**config.mk**
```make
export PLATFORM = sky130hd
export DESIGN_NAME = vend_state_reg_flat
export DESIGN_NICKNAME = d
export VERILOG_FILES = /design/src/rtl/vend_state_reg_pkg.sv /design/src/rtl/vend_state_reg_if.sv /design/src/rtl/vend_state_reg_timeout_ctr.sv /design/src/rtl/vend_state_reg.sv /design/src/flat_wrapper.sv
export SDC_FILE = /design/constraint.sdc
export NUM_CORES = 1
export LEC_CHECK = 0
export CAP_MARGIN = 40
export CORE_ASPECT_RATIO = 1.25
export CORE_MARGIN = 2
export CORE_UTILIZATION = 45
export CTS_BUF_LIST = sky130_fd_sc_hd__clkbuf_16
export CTS_CLUSTER_SIZE = 8
export DETAILED_ROUTE_END_ITERATION = 8
export GPL_ROUTABILITY_DRIVEN = 0
export PLACE_DENSITY = 0.74
export SYNTH_ARGS = -nofsm -noshare
export SYNTH_HDL_FRONTEND = slang
export SYNTH_SLANG_ARGS = --single-unit
```
**constraint.sdc**
```tcl
create_clock -name clk -period 1.88 [get_ports clk]
set_clock_uncertainty 0.1 [all_clocks]
set_input_delay 0.282 -clock clk [delete_from_list [all_inputs] [get_ports clk]]
set_output_delay 0.282 -clock clk [all_outputs]
set_load 0.02 [all_outputs]
```
**src/rtl/vend_state_reg_pkg.sv**
```systemverilog
// vend_pkg: vending-controller state encodings and default build values
// shared by the state register, its timeout counter, the bus interface
// and the testbench.
//
// state       | meaning
// ------------+------------------------------------------
// ST_IDLE     | waiting for a customer, reset/recovery
// ST_COIN5    | 5 units credited
// ST_COIN10   | 10 units credited
// ST_COIN15   | 15 units credited
// ST_COIN20   | 20 units credited
// ST_SELECT   | credit sufficient, waiting for selection
// ST_DISPENSE | product being dispensed
// ST_CHANGE   | returning change
// ST_REFUND   | returning full credit
// ST_SERVICE  | maintenance mode
package vend_pkg;

  localparam int VEND_WIDTH          = 4;
  localparam int VEND_NUM_STATES     = 10;
  localparam int VEND_TIMEOUT_CYCLES = 255;

  typedef enum logic [VEND_WIDTH-1:0] {
    ST_IDLE     = 4'd0,
    ST_COIN5    = 4'd1,
    ST_COIN10   = 4'd2,
    ST_COIN15   = 4'd3,
    ST_COIN20   = 4'd4,
    ST_SELECT   = 4'd5,
    ST_DISPENSE = 4'd6,
    ST_CHANGE   = 4'd7,
    ST_REFUND   = 4'd8,
    ST_SERVICE  = 4'd9
  } vend_state_e;

endpackage

```
**src/rtl/vend_state_reg_if.sv**
```systemverilog
// vend_state_reg_if: request/status bundle of the vending state register.
//   master : drives load/newState/clear/error_clr, observes status
//   slave  : the state register itself
interface vend_state_reg_if
  import vend_pkg::*;
#(
  parameter int WIDTH = VEND_WIDTH
);
  logic             load;
  logic [WIDTH-1:0] newState;
  logic             clear;
  logic             error_clr;
  logic [WIDTH-1:0] state;
  logic [WIDTH-1:0] prevState;
  logic             changed;
  logic             timeout;
  logic             illegal;

  modport master (
    output load, newState, clear, error_clr,
    input  state, prevState, changed, timeout, illegal
  );

  modport slave (
    input  load, newState, clear, error_clr,
    output state, prevState, changed, timeout, illegal
  );
endinterface

```
**src/rtl/vend_state_reg_timeout_ctr.sv**
```systemverilog
// state_timeout_ctr: saturating idle-edge counter for the state register.
// Ports:
//   clk    falling-edge clock
//   reset  async active-low reset
//   run    count this edge
//   zero   clear the count this edge (wins over run)
//   expire count has reached TIMEOUT_CYCLES-1 (or saturated past it);
//          the next uninterrupted edge is the timeout edge
module state_timeout_ctr
  import vend_pkg::*;
#(
  parameter int TIMEOUT_CYCLES = VEND_TIMEOUT_CYCLES
) (
  input  logic clk,
  input  logic reset,
  input  logic run,
  input  logic zero,
  output logic expire
);

  localparam int CW = (TIMEOUT_CYCLES > 0) ? $clog2(TIMEOUT_CYCLES + 1) : 1;
  localparam logic [CW-1:0] CNT_MAX  = CW'(TIMEOUT_CYCLES);
  localparam logic [CW-1:0] CNT_LAST = (TIMEOUT_CYCLES > 0) ? CW'(TIMEOUT_CYCLES - 1) : '0;

  logic [CW-1:0] cnt_q, cnt_d;

  // Saturate at TIMEOUT_CYCLES: an illegal load on the expiry edge blocks
  // the timeout but still counts, so the count may step one past LAST.
  always_comb begin
    cnt_d = cnt_q;
    if (zero)
      cnt_d = '0;
    else if (run && (cnt_q != CNT_MAX))
      cnt_d = cnt_q + 1'b1;
  end

  always_ff @(negedge clk or negedge reset) begin
    if (!reset) cnt_q <= '0;
    else        cnt_q <= cnt_d;
  end

  assign expire = (TIMEOUT_CYCLES > 0) && ((cnt_q == CNT_LAST) || (cnt_q == CNT_MAX));

endmodule

```
**src/rtl/vend_state_reg.sv**
```systemverilog
// vend_state_reg: vending-controller state register with previous-state
// capture, change/timeout pulses and a sticky illegal-request flag.
// All registers update on the falling edge of clk.
// Ports:
//   clk    clock (falling edge active)
//   reset  async active-low reset
//   bus    vend_state_reg_if.slave: load/newState/clear/error_clr in,
//          state/prevState/changed/timeout/illegal out (all registered)
// Per-edge priority: clear > illegal load > legal load > timeout > hold.
module vend_state_reg
  import vend_pkg::*;
#(
  parameter int WIDTH          = VEND_WIDTH,
  parameter int NUM_STATES     = VEND_NUM_STATES,
  parameter int IDLE_STATE     = int'(ST_IDLE),
  parameter int TIMEOUT_CYCLES = VEND_TIMEOUT_CYCLES
) (
  input  logic              clk,
  input  logic              reset,
  vend_state_reg_if.slave   bus
);

  if (NUM_STATES > 2 ** WIDTH) begin : g_bad_num_states
    $error("vend_state_reg: NUM_STATES exceeds 2**WIDTH");
  end
  if (IDLE_STATE >= NUM_STATES) begin : g_bad_idle_state
    $error("vend_state_reg: IDLE_STATE must be below NUM_STATES");
  end

  localparam logic [WIDTH-1:0] IDLE_W = WIDTH'(IDLE_STATE);
  localparam logic [WIDTH:0]   NUM_W  = (WIDTH + 1)'(NUM_STATES);

  logic [WIDTH-1:0] state_q, state_d, prev_q;
  logic             changed_q, timeout_q, illegal_q;
  logic             legal, ld_ok, ld_bad, fire, expire, tmr_zero, tmr_run;

  assign legal  = {1'b0, bus.newState} < NUM_W;
  assign ld_ok  = bus.load & ~bus.clear & legal;
  assign ld_bad = bus.load & ~bus.clear & ~legal;
  // Any load, even a rejected one, pre-empts the timeout on this edge.
  assign fire   = expire & ~bus.load & ~bus.clear & (state_q != IDLE_W);

  assign tmr_zero = bus.clear | ld_ok | fire | (state_q == IDLE_W) | (TIMEOUT_CYCLES == 0);
  assign tmr_run  = ~tmr_zero;

  state_timeout_ctr #(
    .TIMEOUT_CYCLES(TIMEOUT_CYCLES)
  ) u_timeout_ctr (
    .clk   (clk),
    .reset (reset),
    .run   (tmr_run),
    .zero  (tmr_zero),
    .expire(expire)
  );

  always_comb begin
    state_d = state_q;
    if (bus.clear)
      state_d = IDLE_W;
    else if (ld_ok)
      state_d = bus.newState;
    else if (fire)
      state_d = IDLE_W;
  end

  always_ff @(negedge clk or negedge reset) begin
    if (!reset) begin
      state_q   <= IDLE_W;
      prev_q    <= IDLE_W;
      changed_q <= 1'b0;
      timeout_q <= 1'b0;
      illegal_q <= 1'b0;
    end else begin
      state_q   <= state_d;
      changed_q <= (state_d != state_q);
      timeout_q <= fire;
      if (state_d != state_q)
        prev_q <= state_q;
      if (ld_bad)
        illegal_q <= 1'b1;
      else if (bus.error_clr)
        illegal_q <= 1'b0;
    end
  end

  assign bus.state     = state_q;
  assign bus.prevState = prev_q;
  assign bus.changed   = changed_q;
  assign bus.timeout   = timeout_q;
  assign bus.illegal   = illegal_q;

endmodule
```
**src/flat_wrapper.sv**
```systemverilog
// flat-port wrapper written by rule: the top's interface ports become plain ports
module vend_state_reg_flat import vend_pkg::*;
#(
  parameter int WIDTH          = VEND_WIDTH,
  parameter int NUM_STATES     = VEND_NUM_STATES,
  parameter int IDLE_STATE     = int'(ST_IDLE),
  parameter int TIMEOUT_CYCLES = VEND_TIMEOUT_CYCLES
)
  (clk, reset, bus_load, bus_newState, bus_clear, bus_error_clr, bus_state, bus_prevState, bus_changed, bus_timeout, bus_illegal);
  vend_state_reg_if #(.WIDTH(WIDTH)) bus_i ();
  input  logic clk;
  input  logic reset;
  input wire logic [$bits(bus_i.load)-1:0] bus_load;
  input wire logic [$bits(bus_i.newState)-1:0] bus_newState;
  input wire logic [$bits(bus_i.clear)-1:0] bus_clear;
  input wire logic [$bits(bus_i.error_clr)-1:0] bus_error_clr;
  output wire logic [$bits(bus_i.state)-1:0] bus_state;
  output wire logic [$bits(bus_i.prevState)-1:0] bus_prevState;
  output wire logic [$bits(bus_i.changed)-1:0] bus_changed;
  output wire logic [$bits(bus_i.timeout)-1:0] bus_timeout;
  output wire logic [$bits(bus_i.illegal)-1:0] bus_illegal;
  assign bus_i.load = bus_load;
  assign bus_i.newState = bus_newState;
  assign bus_i.clear = bus_clear;
  assign bus_i.error_clr = bus_error_clr;
  assign bus_state = bus_i.state;
  assign bus_prevState = bus_i.prevState;
  assign bus_changed = bus_i.changed;
  assign bus_timeout = bus_i.timeout;
  assign bus_illegal = bus_i.illegal;
  vend_state_reg #(.WIDTH(WIDTH), .NUM_STATES(NUM_STATES), .IDLE_STATE(IDLE_STATE), .TIMEOUT_CYCLES(TIMEOUT_CYCLES)) u_core (.clk(clk), .reset(reset), .bus(bus_i));
endmodule
```
==> results_dict.tcl, run 1 <==
set metrics [dict create \
    status "complete, but fails checks" \
    violations "negative setup slack" \
    fin_nets 178 \
    antennaDiodeCount 0 \
    ios 20 \
    synth-seq-cells 19 \
    finish.instance_area_mm2 0.00188 \
    synth_area_mm2 0.00103 \
    drive_gt1_share_pct 61.4 \
    postPlaceCellArea_mm2 0.00153 \
    gr-total-overflow 0 \
    critical_path.slowest_cell "nor4_4" \
    yosys-mux-area-fraction_pct 5.33 \
    cts_max_path_buffers 2 \
    critPathMaxStageDelay_ns 0.35 \
    grt_max_degree 20 \
    drc 0 \
    synth_warnings 0 \
    synth.net_count 116 \
    synth_ff_type "dfrtn_1" \
    cp_cell_sequence "buf_12 -> a31oi_4 -> o221ai_2 -> nor4_4 -> buf_6 -> mux2_4" \
    yosys.area.top_type "dfrtn_1" \
    drv_cap 0 \
    cts-buffers-inserted 3 \
    drt-total-wl_um 3650 \
    ir_worst_vdd_mv 0.773 \
    cp-end-kind "flip-flop" \
    htreeDepth 1 \
    dr.first_iter.drc_count 28 \
    finalPower_mw 1.26 \
    fp-row-count 19 \
    die_w_um 46.8 \
    synth_most_common_cell "dfrtn_1" \
    synthTopCellsByCount "19 x dfrtn_1, 11 x inv_1, 9 x nand2_1, 9 x nor2_1" \
    path_max_fanout 7 \
    powerDensity_mw_per_mm2 669 \
    coreArea_mm2 0.00219 \
    start_util_pct 47.2 \
    dieArea_mm2 0.00270 \
    synth-async-reset-ratio_pct 100 \
    synth_area_leaders "dfrtn_1 46%, mux2_1 4.4%, inv_1 4.0%, nand2_1 3.3%, nor2_1 3.3%" \
    numPortBuffers 19 \
    antenna_left 0 \
    area_delta_synth_final_pct 81.8 \
    worstSetupPathType "in -> reg" \
    drv_slew 0 \
    hold_path_class "reg -> reg" \
    clock_latency_ns 0.28 \
    dp_slack_ns -1.34 \
    cts-root-buf "clkbuf_16" \
    synth-seq-area-share_pct 46.1 \
    max-slew-margin-rel_pct 75.0 \
    grtUsageTotal_pct 27.0 \
    grt_pass1_vias 1083 \
    final_core_util_pct 85.8 \
    synth-compound-area-share_pct 14.8 \
    leakage_nw 0.878 \
    synth_top_family_by_area "simple AND/OR/NAND/NOR gates" \
    synth_edf_count 0 \
    worst_slew_pin_slew_ns 0.372 \
    cts_sinks 19 \
    crit_arrival_ns 1.59 \
    path_clk_slew_ns 0.04 \
    dp_hpwl_um 1850 \
    synth_top_area_share_pct 46.1 \
    wl_per_cell_um 18.5 \
    synth_xor_area_share_pct 3.39 \
    timing.final.ws_setup_ns -0.621 \
    finalHoldWorstSlack_ns 0.401 \
    grt_antenna_before_repair 0 \
    grt_pass1_wl_um 5150 \
    dr.pass1.iters 4 \
    num_vias 1102 \
    hold_violations 0 \
    crit_path_start_kind "input port" \
    avgViaCountPerCell 5.59 \
    setup_viol 28 \
    rsz0062_at_grt "yes" \
    synth_cells 105 \
    cts_tree "done" \
    worstPathRequired_ns 0.96 \
    die_h_um 57.5 \
    synth_area_per_cell_um2 9.83 \
    synth.distinct_cells 33 \
    cts_hold_buf 0 \
    synth_fa_ha_area_share_pct 2.42 \
    synthSimpleGateAreaFrac_pct 21.9 \
]
logic make-up (layout without fill, tap and decap cells):
group / after synthesis / in the layout
AO/OA/AOI/OAI: 21 / 21
adder cells (fa/ha/maj): 2 / 2
buffers and inverters: 14 / 75
multiplexers: 5 / 5
AND/OR/NAND/NOR: 40 / 40
XOR/XNOR: 4 / 4
flip-flops: 19 / 19
worst paths after layout:
check                                               from                             to  slack [ns]  cells past startpoint
setup / recovery                                bus_load        u_core.bus.prevState[3]       -0.62                      6
hold / removal             u_core.u_timeout_ctr.cnt_q[7]  u_core.u_timeout_ctr.cnt_q[7]        0.40                      3
setup reg to reg                     u_core.bus.state[3]        u_core.bus.prevState[3]       -0.26                      7
hold reg to reg            u_core.u_timeout_ctr.cnt_q[7]  u_core.u_timeout_ctr.cnt_q[7]        0.40                      3
max in group asynchronous                          reset  u_core.u_timeout_ctr.cnt_q[6]        0.45                      2
min in group asynchronous                          reset        u_core.bus.prevState[1]        1.07                      2
worst max-delay path: cells and delay by family:
family | cells | cell delay, ns
buffers and inverters | 2 | 0.29
AO/OA/AOI/OAI | 2 | 0.36
AND/OR/NAND/NOR | 1 | 0.35
multiplexers | 1 | 0.31
sequential cells by signal, summed over array words and instances, names as in the netlist:
signal                      flops
u_core.bus.changed              1
u_core.bus.illegal              1
u_core.u_timeout_ctr.cnt_q      8
u_core.bus.state                4
u_core.bus.timeout              1
u_core.bus.prevState            4
final cells by class:
class                      count  area (µm²)
timing repair buffer          60         567
inverter                      11        46.3
clock inverter                 1        3.75
fill                         111         310
clock buffer                   3        75.1
multi-input combinational     72         671
tap                           31        38.8
sequential                    19         475
per-layer routing:
layer | wire length, µm | part of all wire [%] | vias to the layer above | GRT usage [%]
met5 | 0 | 0 | - | 0
met4 | 176 | 4.8 | 0 | 10.7
met3 | 155 | 4.2 | 18 | 3.48
met2 | 2000 | 55 | 55 | 47.7
met1 | 1320 | 36 | 534 | 31.3
li1 | - | - | 495 | -
stage by stage:
step	std cells	setup TNS, ns
6_report	197	-7.06
5_1_grt	197	-7.71
4_1_cts	191	-6.64
3_5_place_dp	179	-21.91
3_3_place_gp	179	-21.55
2_1_floorplan	105	-4.25
placed cells by master, fill, tap and decap left out, drive strengths merged, types with 4 or more instances in the layout:
| cell type | Yosys | routed |
|---|---|---|
| a21oi | 6 | 6 |
| buf | 3 | 58 |
| dfrtn | 19 | 19 |
| inv | 11 | 12 |
| mux2 | 4 | 4 |
| nand2 | 9 | 9 |
| nand3 | 6 | 6 |
| nor2 | 9 | 9 |
report_power, final:
part           internal [mW]  switching, mW
Sequential             0.437         0.0176
Combinational          0.196          0.162
Clock                  0.283          0.159
Total                  0.917          0.339
repair_timing:
item,in CTS,in global routing
endpoints found under the setup margin,30,29
cloned,0,0
pin swaps,3,7
resized for setup,117,25
buffers inserted,8,7
Note: power is estimated with default switching activity, not from simulation.
==> run 2: changes to the inputs <==
--- a/config.mk
+++ b/config.mk
@@ -10,7 +10,7 @@
 export CORE_MARGIN = 2
 export CORE_UTILIZATION = 45
 export CTS_BUF_LIST = sky130_fd_sc_hd__clkbuf_16
-export CTS_CLUSTER_SIZE = 8
+export CTS_CLUSTER_SIZE = 24
 export DETAILED_ROUTE_END_ITERATION = 8
 export GPL_ROUTABILITY_DRIVEN = 0
 export PLACE_DENSITY = 0.74
==> constraint.sdc (replaced) <==
create_clock -name clk -period 1.88 [get_ports clk]
set_clock_uncertainty 0.1 [all_clocks]
set_input_delay 0.282 -clock clk [delete_from_list [all_inputs] [get_ports clk]]
set_output_delay 0.282 -clock clk [all_outputs]
set_load 0.005 [all_outputs]
==> run 2 against run 1 <==
Net effect: the run still ends with negative setup slack left; via count up 5.4%; utilization up 2.2 points; global-route usage up 0.11 points; combinational power about the same; critical path depth up 1; largest power group unchanged; sequential share of layout area down 0.64 points; worst hold slack worse by 0.036 ns; highest routed layer unchanged; die area unchanged; wire length up 11%; register-to-register slack better by 0.03 ns; total power down 0.98%; critical path type unchanged.
==> results_dict.tcl, run 2 (synthesis gave the netlist of run 1 again) <==
set metrics [dict create \
    grtUsageTotal_pct 27.1 \
    grt_pass1_vias 1092 \
    dp.cells 180 \
    avgViaCountPerCell 5.72 \
    clock_latency_ns 0.28 \
    grt_pass1_wl_um 5080 \
    die_w_um 46.8 \
    dieArea_mm2 0.00270 \
    rsz0062_at_grt "yes" \
    max-slew-margin-rel_pct 70.0 \
    final_cell_mix "30 x buf_4, 19 x dfrtn_1, 17 x buf_6" \
    htreeDepth 1 \
    cts_hold_buf 0 \
    hold_violations 0 \
    num_vias 1161 \
    layout_commonest_cell "buf_4" \
    critPathMaxStageDelay_ns 0.37 \
    ir_worst_vdd_mv 0.613 \
    hold_path_class "reg -> reg" \
    drive_gt1_share_pct 63.4 \
    die_h_um 57.5 \
    combPwrFrac_pct 28.7 \
    violations "negative setup slack" \
    p_switching_uw 324 \
    dr.first_iter.drc_count 37 \
    grt_max_degree 20 \
    gr-total-overflow 0 \
    drv_cap 0 \
    p_clk_share_pct 35.1 \
    antennaDiodeCount 0 \
    drv_slew 0 \
    cts_sinks 19 \
    coreArea_mm2 0.00219 \
    cts_tree "done" \
    numPortBuffers 19 \
    critical_path.slowest_cell "nor3b_1" \
    cts_max_path_buffers 2 \
    crit_arrival_ns 1.59 \
    powerDensity_mw_per_mm2 646 \
    drc 0 \
    dr.pass1.iters 4 \
    final_core_util_pct 88.0 \
    fin_nets 184 \
    leakage_nw 0.922 \
    finish.instance_area_mm2 0.00193 \
    grt_antenna_before_repair 0 \
    cp_cell_sequence "buf_2 -> nor3b_1 -> a21oi_2 -> o22ai_2 -> nor4_4 -> buf_6 -> mux2_4" \
    finalHoldWorstSlack_ns 0.366 \
    power.internal_uw 919 \
    ios 20 \
    cp-end-kind "flip-flop" \
    final_cells 203 \
    pwr-share-seq_pct 36.3 \
    dp_slack_ns -1.34 \
    largest_reg_flops 8 \
    worst_slew_pin_slew_ns 0.443 \
    start_util_pct 47.2 \
    worstPathRequired_ns 0.96 \
    cts-buffers-inserted 3 \
    path_clk_slew_ns 0.04 \
    crit_path_start_kind "input port" \
    setup_tns_ns -7.23 \
    timing.final.ws_setup_ns -0.628 \
    setup_viol 28 \
    area_delta_synth_final_pct 86.5 \
    antenna_left 0 \
    postPlaceCellArea_mm2 0.00155 \
    path_max_fanout 5 \
    worstSetupPathType "in -> reg" \
    dp_hpwl_um 1980 \
    finalPower_mw 1.24 \
    largest_register "u_core.u_timeout_ctr.cnt_q" \
    fp-row-count 19 \
    wl_per_cell_um 19.9 \
    status "complete, but fails checks" \
    swShare_pct 26.0 \
    cts-root-buf "clkbuf_16" \
    drt-total-wl_um 4040 \
]
run 2: cell types whose count changed in the layout (fill, tap and decap cells not counted), moves of 3 or more:
cell,change
buf_2,+12
buf_4,-4
buf_6,-4
nor2_1,-3
run 2: worst paths after layout:
path	from	to	slack, ns	cells after the start
worst max-delay path	bus_newState[0]	u_core.bus.prevState[0]	-0.63	7
worst min-delay path	u_core.bus.prevState[1]	u_core.bus.prevState[1]	0.37	1
worst max register to register	u_core.u_timeout_ctr.cnt_q[0]	u_core.bus.prevState[0]	-0.23	7
worst min register to register	u_core.bus.prevState[1]	u_core.bus.prevState[1]	0.37	1
max in group asynchronous	reset	u_core.bus.prevState[1]	0.43	2
min in group asynchronous	reset	u_core.u_timeout_ctr.cnt_q[6]	1.09	2
run 2: metal layers:
| metal | routed length (µm) | vias to the layer above | track usage, % |
|---|---|---|---|
| met1 | 1380 | 580 | 28.4 |
| met3 | 153 | 20 | 2.53 |
| met2 | 2270 | 57 | 48.7 |
| li1 | - | 504 | - |
| met5 | 0 | - | 0 |
| met4 | 238 | 0 | 16.3 |
run 2: power groups by stage:
stage          registers, mW  clock network (mW)  logic (mW)
6_report               0.451               0.436       0.356
5_1_grt                0.453               0.462       0.374
4_1_cts                0.449               0.436       0.276
3_5_place_dp           0.458                   0       0.227
3_3_place_gp           0.456                   0       0.222
2_1_floorplan          0.463                   0      0.0892
run 2: area by class of cell:
| class | count | area, µm² |
|---|---|---|
| Sequential cell | 19 | 475 |
| Fill cell | 99 | 262 |
| Tap cell | 31 | 38.8 |
| Multi-Input combinational cell | 72 | 704 |
| Timing Repair Buffer | 66 | 587 |
| Inverter | 11 | 41.3 |
| Clock buffer | 3 | 75.1 |
| Clock inverter | 1 | 3.75 |
run 2: worst max-delay path: cells and delay by family:
kind | cells | cell delay [ns]
AO/OA/AOI/OAI | 2 | 0.33
AND/OR/NAND/NOR | 2 | 0.43
multiplexers | 1 | 0.30
buffers and inverters | 2 | 0.26
run 2: repair_timing:
item | in CTS | in global routing
pin swaps | 11 | 12
endpoints found under the setup margin | 30 | 28
setup buffers | 9 | 13
gates resized for setup | 103 | 27
==> run 3: changes to the inputs <==
--- a/config.mk
+++ b/config.mk
@@ -5,15 +5,17 @@
 export SDC_FILE = /design/constraint.sdc
 export NUM_CORES = 1
 export LEC_CHECK = 0
+export ABC_AREA = 1
 export CAP_MARGIN = 40
 export CORE_ASPECT_RATIO = 1.25
 export CORE_MARGIN = 2
-export CORE_UTILIZATION = 45
+export CORE_UTILIZATION = 50
 export CTS_BUF_LIST = sky130_fd_sc_hd__clkbuf_16
 export CTS_CLUSTER_SIZE = 24
 export DETAILED_ROUTE_END_ITERATION = 8
 export GPL_ROUTABILITY_DRIVEN = 0
-export PLACE_DENSITY = 0.74
+export PLACE_DENSITY = 0.77
 export SYNTH_ARGS = -nofsm -noshare
 export SYNTH_HDL_FRONTEND = slang
 export SYNTH_SLANG_ARGS = --single-unit
+export TNS_END_PERCENT = 5
==> constraint.sdc (replaced) <==
create_clock -name clk -period 2.62 [get_ports clk]
set_clock_uncertainty 0.1 [all_clocks]
set_input_delay 0.393 -clock clk [delete_from_list [all_inputs] [get_ports clk]]
set_output_delay 0.393 -clock clk [all_outputs]
set_load 0.005 [all_outputs]
==> run 3 against run 2 <==
Net effect: the flow still finishes with violations (negative setup slack); die area down 8.5%; count of clock-buffer cells in the layout is the same; sequential cell count unchanged; sequential share of layout area increased by 3.1 points; critical endpoint is now u_core.bus.prevState[2]; largest cell class unchanged.
==> results_dict.tcl, run 3 <==
set metrics [dict create \
    crit_path_start_kind "input port" \
    synth-seq-area-share_pct 45.7 \
    hold_violations 0 \
    cts-root-buf "clkbuf_16" \
    grt_max_degree 20 \
    cts-buffers-inserted 3 \
    htreeDepth 1 \
    drive_gt1_share_pct 51.4 \
    num_vias 1146 \
    largest_reg_flops 8 \
    status "complete, but fails checks" \
    ios 20 \
    dp_hpwl_um 1860 \
    synth_ff_type "dfrtn_1" \
    coreArea_mm2 0.00198 \
    final_cells 205 \
    min-delay-start "u_core.u_timeout_ctr.cnt_q[7]" \
    drt-total-wl_um 3450 \
    dr.pass1.iters 4 \
    drv_slew 0 \
    finalPower_uw 836 \
    dp.cells 189 \
    ir_worst_vdd_mv 0.357 \
    fp-row-count 18 \
    largest_register "u_core.u_timeout_ctr.cnt_q" \
    worstPathRequired_ns 1.34 \
    powerDensity_mw_per_mm2 489 \
    setup_viol 11 \
    r2r-start "u_core.u_timeout_ctr.cnt_q[0]" \
    antenna_left 0 \
    nFillCells 94 \
    numPortBuffers 19 \
    final_cell_mix "25 x buf_4, 20 x nand2_1, 19 x dfrtn_1" \
    dieArea_mm2 0.00247 \
    r2r-end "u_core.bus.prevState[2]" \
    worstSetupPathType "in -> reg" \
    synth-async-reset-ratio_pct 100 \
    path_max_fanout 5 \
    max-slew-margin-rel_pct 76.8 \
    gr-total-overflow 0 \
    synthTopCellsByCount "34 x nand2_1, 19 x dfrtn_1, 19 x inv_1" \
    synth_area_per_cell_um2 7.95 \
    die_h_um 55.0 \
    crit_arrival_ns 1.66 \
    antennaDiodeCount 0 \
    synth_most_common_cell "nand2_1" \
    yosys.area.top_type "dfrtn_1" \
    r2r_cells 14 \
    cts_max_path_buffers 2 \
    drv_cap 0 \
    synth_top_area_share_pct 45.7 \
    layout_commonest_cell "buf_4" \
    grt_pass1_vias 1186 \
    cts_hold_buf 0 \
    hold_path_class "reg -> reg" \
    cts_sinks 19 \
    synth_area_leaders "dfrtn_1 46%, nand2_1 12%, inv_1 6.9%, nand3_1 5.3%, nor2_1 4.0%" \
    finalHoldWorstSlack_ns 0.371 \
    grt_pass1_wl_um 5290 \
    rsz0062_at_grt "yes" \
    ff2ff_setup_slack_ns 0.51 \
    cp-end-kind "flip-flop" \
    grt_antenna_before_repair 0 \
    synth_edf_count 0 \
    wl_per_cell_um 16.8 \
    synth-seq-cells 19 \
    grtUsageTotal_pct 30.7 \
    clock_latency_ns 0.28 \
    drc 0 \
    path_clk_slew_ns 0.04 \
    area_delta_synth_final_pct 64.3 \
    holdPathStages 1 \
    holdPathEnd "u_core.u_timeout_ctr.cnt_q[7]" \
    synth_warnings 0 \
    synth_cells 131 \
    synth.net_count 142 \
    violations "negative setup slack" \
    dr.first_iter.drc_count 40 \
    avgViaCountPerCell 5.59 \
    synth_area_mm2 0.00104 \
    synth.distinct_cells 26 \
    die_w_um 44.8 \
    cts_tree "done" \
    leakage_nw 0.840 \
    fin_nets 197 \
    worst_slew_pin_slew_ns 0.345 \
    dp_slack_ns -1.08 \
    timing.final.ws_setup_ns -0.319 \
    start_util_pct 52.5 \
]
## run 3: how the worst max path moves through the flow
| stage | end | cells past startpoint | startpoint | slack [ns] |
|---|---|---|---|---|
| 6_report | u_core.bus.prevState[2] | 13 | bus_load | -0.32 |
| 5_1_grt | u_core.bus.prevState[2] | 13 | bus_load | -0.40 |
| 4_1_cts | u_core.bus.prevState[0] | 14 | bus_load | -0.17 |
| 3_5_place_dp | u_core.bus.prevState[0] | 12 | bus_load | -1.08 |
| 3_3_place_gp | u_core.bus.prevState[1] | 12 | bus_load | -1.02 |
| 2_1_floorplan | u_core.bus.prevState[1] | 12 | bus_load | -0.28 |
## run 3: per-stage QoR
step,TNS (ns),cell area (µm²),utilization [%]
final,-1.99,1710,86.3
after floorplan,-1.52,1070,-
after global placement,-15.13,1440,72.7
after CTS,-1.02,1650,83.2
after detailed placement,-15.82,1440,72.7
after global routing,-2.85,1710,86.3
## run 3: layout make-up
class                   instances  area (µm²)  area share (%)
clock buffers                   3        75.1            4.39
clock inverters                 1        5.00           0.293
inverters                      20        90.1            5.27
multi-input cells              91         612            35.8
flip-flops and latches         19         475            27.8
well taps                      20        25.0            1.46
repair buffers                 51         428            25.0
## run 3: repair_timing
action,CTS,global route
gates resized for setup,96,18
hold endpoints to repair,0,0
pin swaps,19,15
setup buffers,12,0
setup endpoints to repair,29,22
## run 3: critical path, cell delays in order
cell,delay (ns)
buf_12,0.11
inv_12,0.05
nand3_4,0.06
nor2_4,0.13
nand3_4,0.11
nand2_2,0.10
nand2_2,0.07
nand3b_1,0.15
nand2_2,0.10
nor2_4,0.15
nand2_4,0.09
nand2_2,0.08
nand2_2,0.05
## run 3: cells by family (layout without fill, tap and decap cells)
group / count (synthesis) / after routing / synth area share (%)
compound gates: 20 / 20 / 12.3
simple gates: 68 / 68 / 30.5
xor+xnor: 1 / 1 / 0.841
buf+inv: 21 / 75 / 8.29
fa+ha+maj: 2 / 2 / 2.40
flops: 19 / 19 / 45.7
## run 3: metal layers
layer,part of all wire (%),GRT usage (%),up-vias
met2,57,59.9,42
met5,0,0,-
met1,35,31.5,555
met4,3.4,14.7,0
met3,3.7,4.55,16
li1,-,-,533
## run 3: where the power goes
group | internal (mW) | total [mW] | leakage, nW | switching [mW]
combinational | 0.0968 | 0.202 | 0.541 | 0.106
sequential | 0.313 | 0.322 | 0.258 | 0.00898
clock | 0.204 | 0.311 | 0.0409 | 0.106
total | 0.615 | 0.836 | 0.840 | 0.221
